**src/rtl/data_memory_pkg.sv**
```systemverilog
// Shared state type and boot-table constants for the data memory controller.
package data_memory_pkg;

    typedef enum logic {
        INIT = 1'b0,
        RUN  = 1'b1
    } dmem_state_e;

    localparam int DMEM_INIT_LEN = 4;

    localparam logic [31:0] DMEM_INIT_VALS [DMEM_INIT_LEN] = '{32'd1, 32'd22, 32'd5, 32'd0};

    // Words beyond the table boot to zero; callers resize to their own word width.
    function automatic logic [31:0] DMEM_INIT_WORD(input logic [31:0] idx);
        if (idx < 32'(DMEM_INIT_LEN)) begin
            return DMEM_INIT_VALS[idx[1:0]];
        end
        return 32'd0;
    endfunction

endpackage

```
**src/rtl/data_memory_array.sv**
```systemverilog
// DEPTH x DATA_W storage: synchronous single-port write, asynchronous read, no reset.
module data_memory_array #(
    parameter int DATA_W = 16,
    parameter int DEPTH  = 256,
    parameter int IDX_W  = 8
) (
    input  logic              clk,
    input  logic              we,
    input  logic [IDX_W-1:0]  waddr,
    input  logic [DATA_W-1:0] wdata,
    input  logic [IDX_W-1:0]  raddr,
    output logic [DATA_W-1:0] rdata
);

    logic [DATA_W-1:0] mem [DEPTH];

    always_ff @(posedge clk) begin
        if (we) begin
            mem[waddr] <= wdata;
        end
    end

    assign rdata = mem[raddr];

endmodule

```
**src/rtl/data_memory_ctrl.sv**
```systemverilog
// Clocked word-addressed data memory with valid/ready requests and registered responses.
// Build option DATA_MEMORY_CTRL_INIT_EN adds the reset-time boot-table init sequencer.
module data_memory_ctrl
    import data_memory_pkg::*;
#(
    parameter int DATA_W = 16,
    parameter int ADDR_W = 16,
    parameter int DEPTH  = 256
) (
    input  logic              clk,
    input  logic              clr,
    input  logic              req_valid,
    output logic              req_ready,
    input  logic              req_we,
    input  logic [ADDR_W-1:0] req_addr,
    input  logic [DATA_W-1:0] req_wdata,
    output logic              rsp_valid,
    output logic [DATA_W-1:0] rsp_data,
    output logic              addr_err,
    output logic              init_busy
);

    localparam int              IDX_W     = (DEPTH > 1) ? $clog2(DEPTH) : 1;
    localparam logic [ADDR_W:0] DEPTH_EXT = (ADDR_W + 1)'(DEPTH);

    logic              inRange;
    logic              accept;
    logic [IDX_W-1:0]  reqIdx;
    logic              arrWe;
    logic [IDX_W-1:0]  arrWaddr;
    logic [DATA_W-1:0] arrWdata;
    logic [DATA_W-1:0] arrRdata;

    logic              rspValid_q;
    logic              addrErr_q;
    logic [DATA_W-1:0] rspData_q;
    logic [DATA_W-1:0] rspData_d;

    // Index bits are only taken once the full address has passed the range check.
    assign inRange = {1'b0, req_addr} < DEPTH_EXT;
    assign reqIdx  = inRange ? req_addr[IDX_W-1:0] : '0;
    assign accept  = req_valid & req_ready;

`ifdef DATA_MEMORY_CTRL_INIT_EN
    dmem_state_e      state_q, state_d;
    logic [IDX_W-1:0] initCnt_q, initCnt_d;
    logic             initWe;

    always_ff @(posedge clk) begin
        if (clr) begin
            state_q   <= INIT;
            initCnt_q <= '0;
        end else begin
            state_q   <= state_d;
            initCnt_q <= initCnt_d;
        end
    end

    always_comb begin
        state_d   = state_q;
        initCnt_d = initCnt_q;
        initWe    = 1'b0;
        if (state_q == INIT) begin
            initWe    = 1'b1;
            initCnt_d = initCnt_q + IDX_W'(1);
            if (initCnt_q == IDX_W'(DEPTH - 1)) begin
                state_d   = RUN;
                initCnt_d = '0;
            end
        end
    end

    assign req_ready = (state_q == RUN) & ~clr;
    assign init_busy = (state_q == INIT) | clr;
    assign arrWe     = ~clr & (initWe | (accept & req_we & inRange));
    assign arrWaddr  = initWe ? initCnt_q : reqIdx;
    assign arrWdata  = initWe ? DATA_W'(DMEM_INIT_WORD(32'(initCnt_q))) : req_wdata;
`else
    logic run_q;

    // One dead cycle after clr keeps the handshake quiet while reset releases.
    always_ff @(posedge clk) begin
        if (clr) begin
            run_q <= 1'b0;
        end else begin
            run_q <= 1'b1;
        end
    end

    assign req_ready = run_q & ~clr;
    assign init_busy = 1'b0;
    assign arrWe     = ~clr & accept & req_we & inRange;
    assign arrWaddr  = reqIdx;
    assign arrWdata  = req_wdata;
`endif

    data_memory_array #(
        .DATA_W (DATA_W),
        .DEPTH  (DEPTH),
        .IDX_W  (IDX_W)
    ) u_array (
        .clk   (clk),
        .we    (arrWe),
        .waddr (arrWaddr),
        .wdata (arrWdata),
        .raddr (reqIdx),
        .rdata (arrRdata)
    );

    always_comb begin
        rspData_d = '0;
        if (inRange) begin
            rspData_d = req_we ? req_wdata : arrRdata;
        end
    end

    always_ff @(posedge clk) begin
        if (clr) begin
            rspValid_q <= 1'b0;
            addrErr_q  <= 1'b0;
            rspData_q  <= '0;
        end else begin
            rspValid_q <= accept;
            if (accept) begin
                addrErr_q <= ~inRange;
                rspData_q <= rspData_d;
            end
        end
    end

    // clr discards any response that is already on the way out.
    assign rsp_valid = rspValid_q & ~clr;
    assign rsp_data  = clr ? '0 : rspData_q;
    assign addr_err  = addrErr_q & ~clr;

endmodule
```
**config.mk**
```make
export PLATFORM = sky130hd
export DESIGN_NAME = data_memory_ctrl
export DESIGN_NICKNAME = d
export VERILOG_FILES = /design/src/rtl/data_memory_pkg.sv /design/src/rtl/data_memory_array.sv /design/src/rtl/data_memory_ctrl.sv
export SDC_FILE = /design/constraint.sdc
export NUM_CORES = 2
export LEC_CHECK = 0
export BUFFER_PORTS_ARGS = -buffer_cell sky130_fd_sc_hd__buf_2
export CAP_MARGIN = 20
export CORE_ASPECT_RATIO = 0.75
export CORE_MARGIN = 2
export CORE_UTILIZATION = 53
export CTS_CLUSTER_SIZE = 8
export DETAILED_ROUTE_END_ITERATION = 12
export PLACE_DENSITY = 0.68
export RECOVER_POWER = 100
export REMOVE_ABC_BUFFERS = 1
export SLEW_MARGIN = 20
export SYNTH_ARGS = -nofsm -noshare
export SYNTH_HDL_FRONTEND = slang
export SYNTH_HIERARCHICAL = 1
export SYNTH_SLANG_ARGS = --single-unit
```
**constraint.sdc**
```tcl
create_clock -name clk -period 7.6 [get_ports clk]
set_input_delay 0.76 -clock clk [delete_from_list [all_inputs] [get_ports clk]]
set_output_delay 0.76 -clock clk [all_outputs]
set_load 0.05 [all_outputs]
```
==> flow_summary.yaml <==
hold_path:
  min_from: "req_addr[8]"
  hold_path_class: "input pin to register"
synthesis:
  synth_area_per_cell_sq_um: 21.38
  yosys_warnings: 6
  yosys.cell_types.count: 58
  synth_flop_cell: "edfxtp_1"
  netlist_instances: 7458
  async_flop_share_pct: 0
  mappedNetlistArea_sq_um: 159500
  ys_seq_area_share_pct: 77.36
  synth_edf_count: 4096
  synth_seq_cells: 4115
timing:
  drv_slew: 3983
  slew_headroom_pct: -335.3
  post-route-period-util_pct: 91.10
  fmax_mhz: 144.4
  holdWs_ns: 0.3454
  finalHoldViolations: 0
  setup_viol: 0
  finalClockSkew_ns: 0.05936
  worst_slew_pin_slew_ns: 6.530
  rsz0062_at_grt: "no"
  layout_min_cycle_time_ns: 6.924
  fin_tns_setup_ns: 0
detailed_routing:
  drc_errors: 0
  drt_wl_total_mm: 431.7
  viasPerCell: 6.776
  detail-route-antenna-nets: 0
  wl_per_cell_um: 35.53
  dr.pass1.iters: 7
  vias: 82330
  drt_iter0_drc: 13160
outcome:
  violations: "capacitance limit, slew limit"
  status: "finished with violations"
worst_setup_path:
  cp.arrival_ns: 7.37
  crit_type: "input pin to register"
  start_kind: "input pin"
  end_kind: "register"
  cp_max_fo: 35
  crit_path_start: "clr"
  required_ns: 8.05
  reg2reg_from: "run_q$_DFF_P_"
clock_network:
  numCtsBuffers: 588
  cts_setup_buffers: 0
  clock_latency_ns: 0.97
  root_buffer: "clkbuf_16"
  postCtsResizedCells: 0
  hold_buffers: 0
  clock-sinks: 4115
  cts_tree: "done"
  path_clk_slew_ns: 0.04
  h-tree-depth: 6
  clock_path_buffers: 4
cells_and_area:
  fillers: 20780
  fin_nets: 8119
  syn2layout_area_growth_pct: 13.36
  layout-drive-gt1-share_pct: 22.25
  final_cell_count_no_fill: 12150
placed_design:
  port_buffers: 54
  dp_cells: 11450
  post-dp-hpwl_mm: 248.6
  gp_congestion: 0.9464
power_and_ir_drop:
  power-per-cell-area_nw_per_um2: 268.5
  power_uw: 48540
  comb_power_share_pct: 1.0
  switching_power_uw: 9485
  p_clk_share_pct: 47.3
  power_switching_share_pct: 19.54
  leakage_uw: 0.05363
  ir_worst_vdd_v: 0.0002189
  internal_power_uw: 39050
  sequentialPowerShare_pct: 51.6
global_route:
  grt_usage_pct: 28.06
  first_global_vias: 80670
  grt_max_degree: 175
  grt_pass1_wl_mm: 607.6
  antenna_found_initial: 14
  grt_remaining_overflow: 0
die:
  start_util_pct: 53.24
  die_x_um: 637.4
  die_height_um: 479.1
  fp.coreArea_sq_um: 299600
  rows: 174
  dieArea_sq_um: 305400
  pin_count: 56
job:
  drv_cap: 102
[sequential cells by signal, indices dropped and copies added, names as in the netlist]
name and count:
u_array/mem 4096, rspData_q 16, addrErr_q 1, rspValid_q 1
run_q 1
[synthesized netlist by cell type, types with 18 or more instances]
library cell	instances	area share, %
o22ai_1	148	0.58
a211oi_1	18	0.085
edfxtp_1	4096	77
a221oi_1	28	0.15
mux2_2	88	0.62
nand2_1	55	0.13
a22oi_1	43	0.20
o32ai_1	20	0.11
buf_4	27	0.13
dfxtp_1	19	0.24
nor2b_1	28	0.11
buf_6	78	0.55
a22o_1	32	0.18
buf_2	79	0.25
nand3_1	35	0.11
clkbuf_1	234	0.55
nor3_1	92	0.29
o31ai_1	22	0.10
a21oi_1	175	0.55
buf_1	27	0.064
nor2_1	304	0.72
o21ai_0	38	0.12
mux4_2	797	11
mux2i_1	581	3.6
o221ai_1	252	1.4
nand4_1	26	0.10
[cells in the final DEF, fill, tap and decap left out, types with 17 or more instances in the layout]
master     instances
nand3_1           34
o31ai_1           19
nor2b_1           28
mux4_2           797
edfxtp_1        4096
buf_12            37
mux2_2            88
a211oi_1          18
o21ai_0           38
buf_2             17
nor2_2            40
inv_6             20
a21oi_1          174
o22ai_1          148
clkbuf_1         341
a22oi_1           43
buf_4            132
o32ai_1           20
a22o_1            32
nor4_1            17
o221ai_1         252
nand4_1           26
mux2i_1          581
dfxtp_1           19
nand2_1           54
a221oi_1          28
nor2_1           263
clkbuf_16        598
nor3_1            85
[through the flow]
stage,instance area [sq um],setup WS (ns),util [%]
after floorplan,156800,-27.31,-
after global placement,166300,1.245,55.50
after global routing,180800,0.8803,60.35
final,180800,0.6764,60.35
after detailed placement,166300,1.163,55.52
after CTS,182100,2.143,60.79
[path summary, 6_finish.rpt]
kind                                                       to  slack [ns]  depth (start not counted)
worst max-delay path            u_array/mem[97][14]$_DFFE_PP_        0.68                         10
worst min-delay path                   addrErr_q$_SDFFE_PP0P_        0.35                          4
worst max register to register  u_array/mem[210][5]$_DFFE_PP_        1.22                          9
worst min register to register         addrErr_q$_SDFFE_PP0P_        0.59                          3
[power by group through the flow]
stage	combinational, uW	sequential [uW]	clock (uW)
2_1_floorplan	92.8	25400	0
3_3_place_gp	478	25400	0
3_5_place_dp	511	25400	0
4_1_cts	509	25000	23200
5_1_grt	532	25000	24200
6_report	499	25100	23000
[cell families (layout without fill, tap and decap cells)]
group	after synthesis	count (layout)	synth area share (%)
compound gates	803	803	3.630
other cells	1	6	0.002351
flops	4115	4115	77.36
simple gates	606	606	1.766
buf+inv	467	1194	1.720
mux	1466	1466	15.52
[final cells by class]
type / instances / area (sq um) / share of cell area, %
clock inverters: 45 / 631.9 / 0.3495
flip-flops and latches: 4115 / 123400 / 68.24
well taps: 3960 / 4955 / 2.740
inverters: 6 / 35.03 / 0.01938
multi-input cells: 2876 / 33580 / 18.57
repair buffers: 496 / 3058 / 1.691
clock buffers: 647 / 15150 / 8.378
diodes: 5 / 12.51 / 0.006920
[worst max-delay path: stages]
cell and delay (ns):
clkbuf_1 0.97, nand3b_1 0.23, clkbuf_1 1.46, inv_1 0.15, and3_1 0.49, clkbuf_1 0.36
nand3_1 0.96, clkbuf_1 1.20, nor2_1 0.11, clkbuf_1 0.64
[routing by layer]
| layer | wire (um) | GRT usage (%) | part of all wire (%) | up-vias |
|---|---|---|---|---|
| met4 | 14540 | 8.606 | 3.4 | 8 |
| li1 | - | - | - | 32700 |
| met5 | 49 | 0 | 0.011 | - |
| met3 | 63400 | 9.638 | 15 | 778 |
| met1 | 166400 | 41.46 | 39 | 43210 |
| met2 | 187300 | 39.72 | 43 | 5637 |
(Power assumes the default switching activity.)
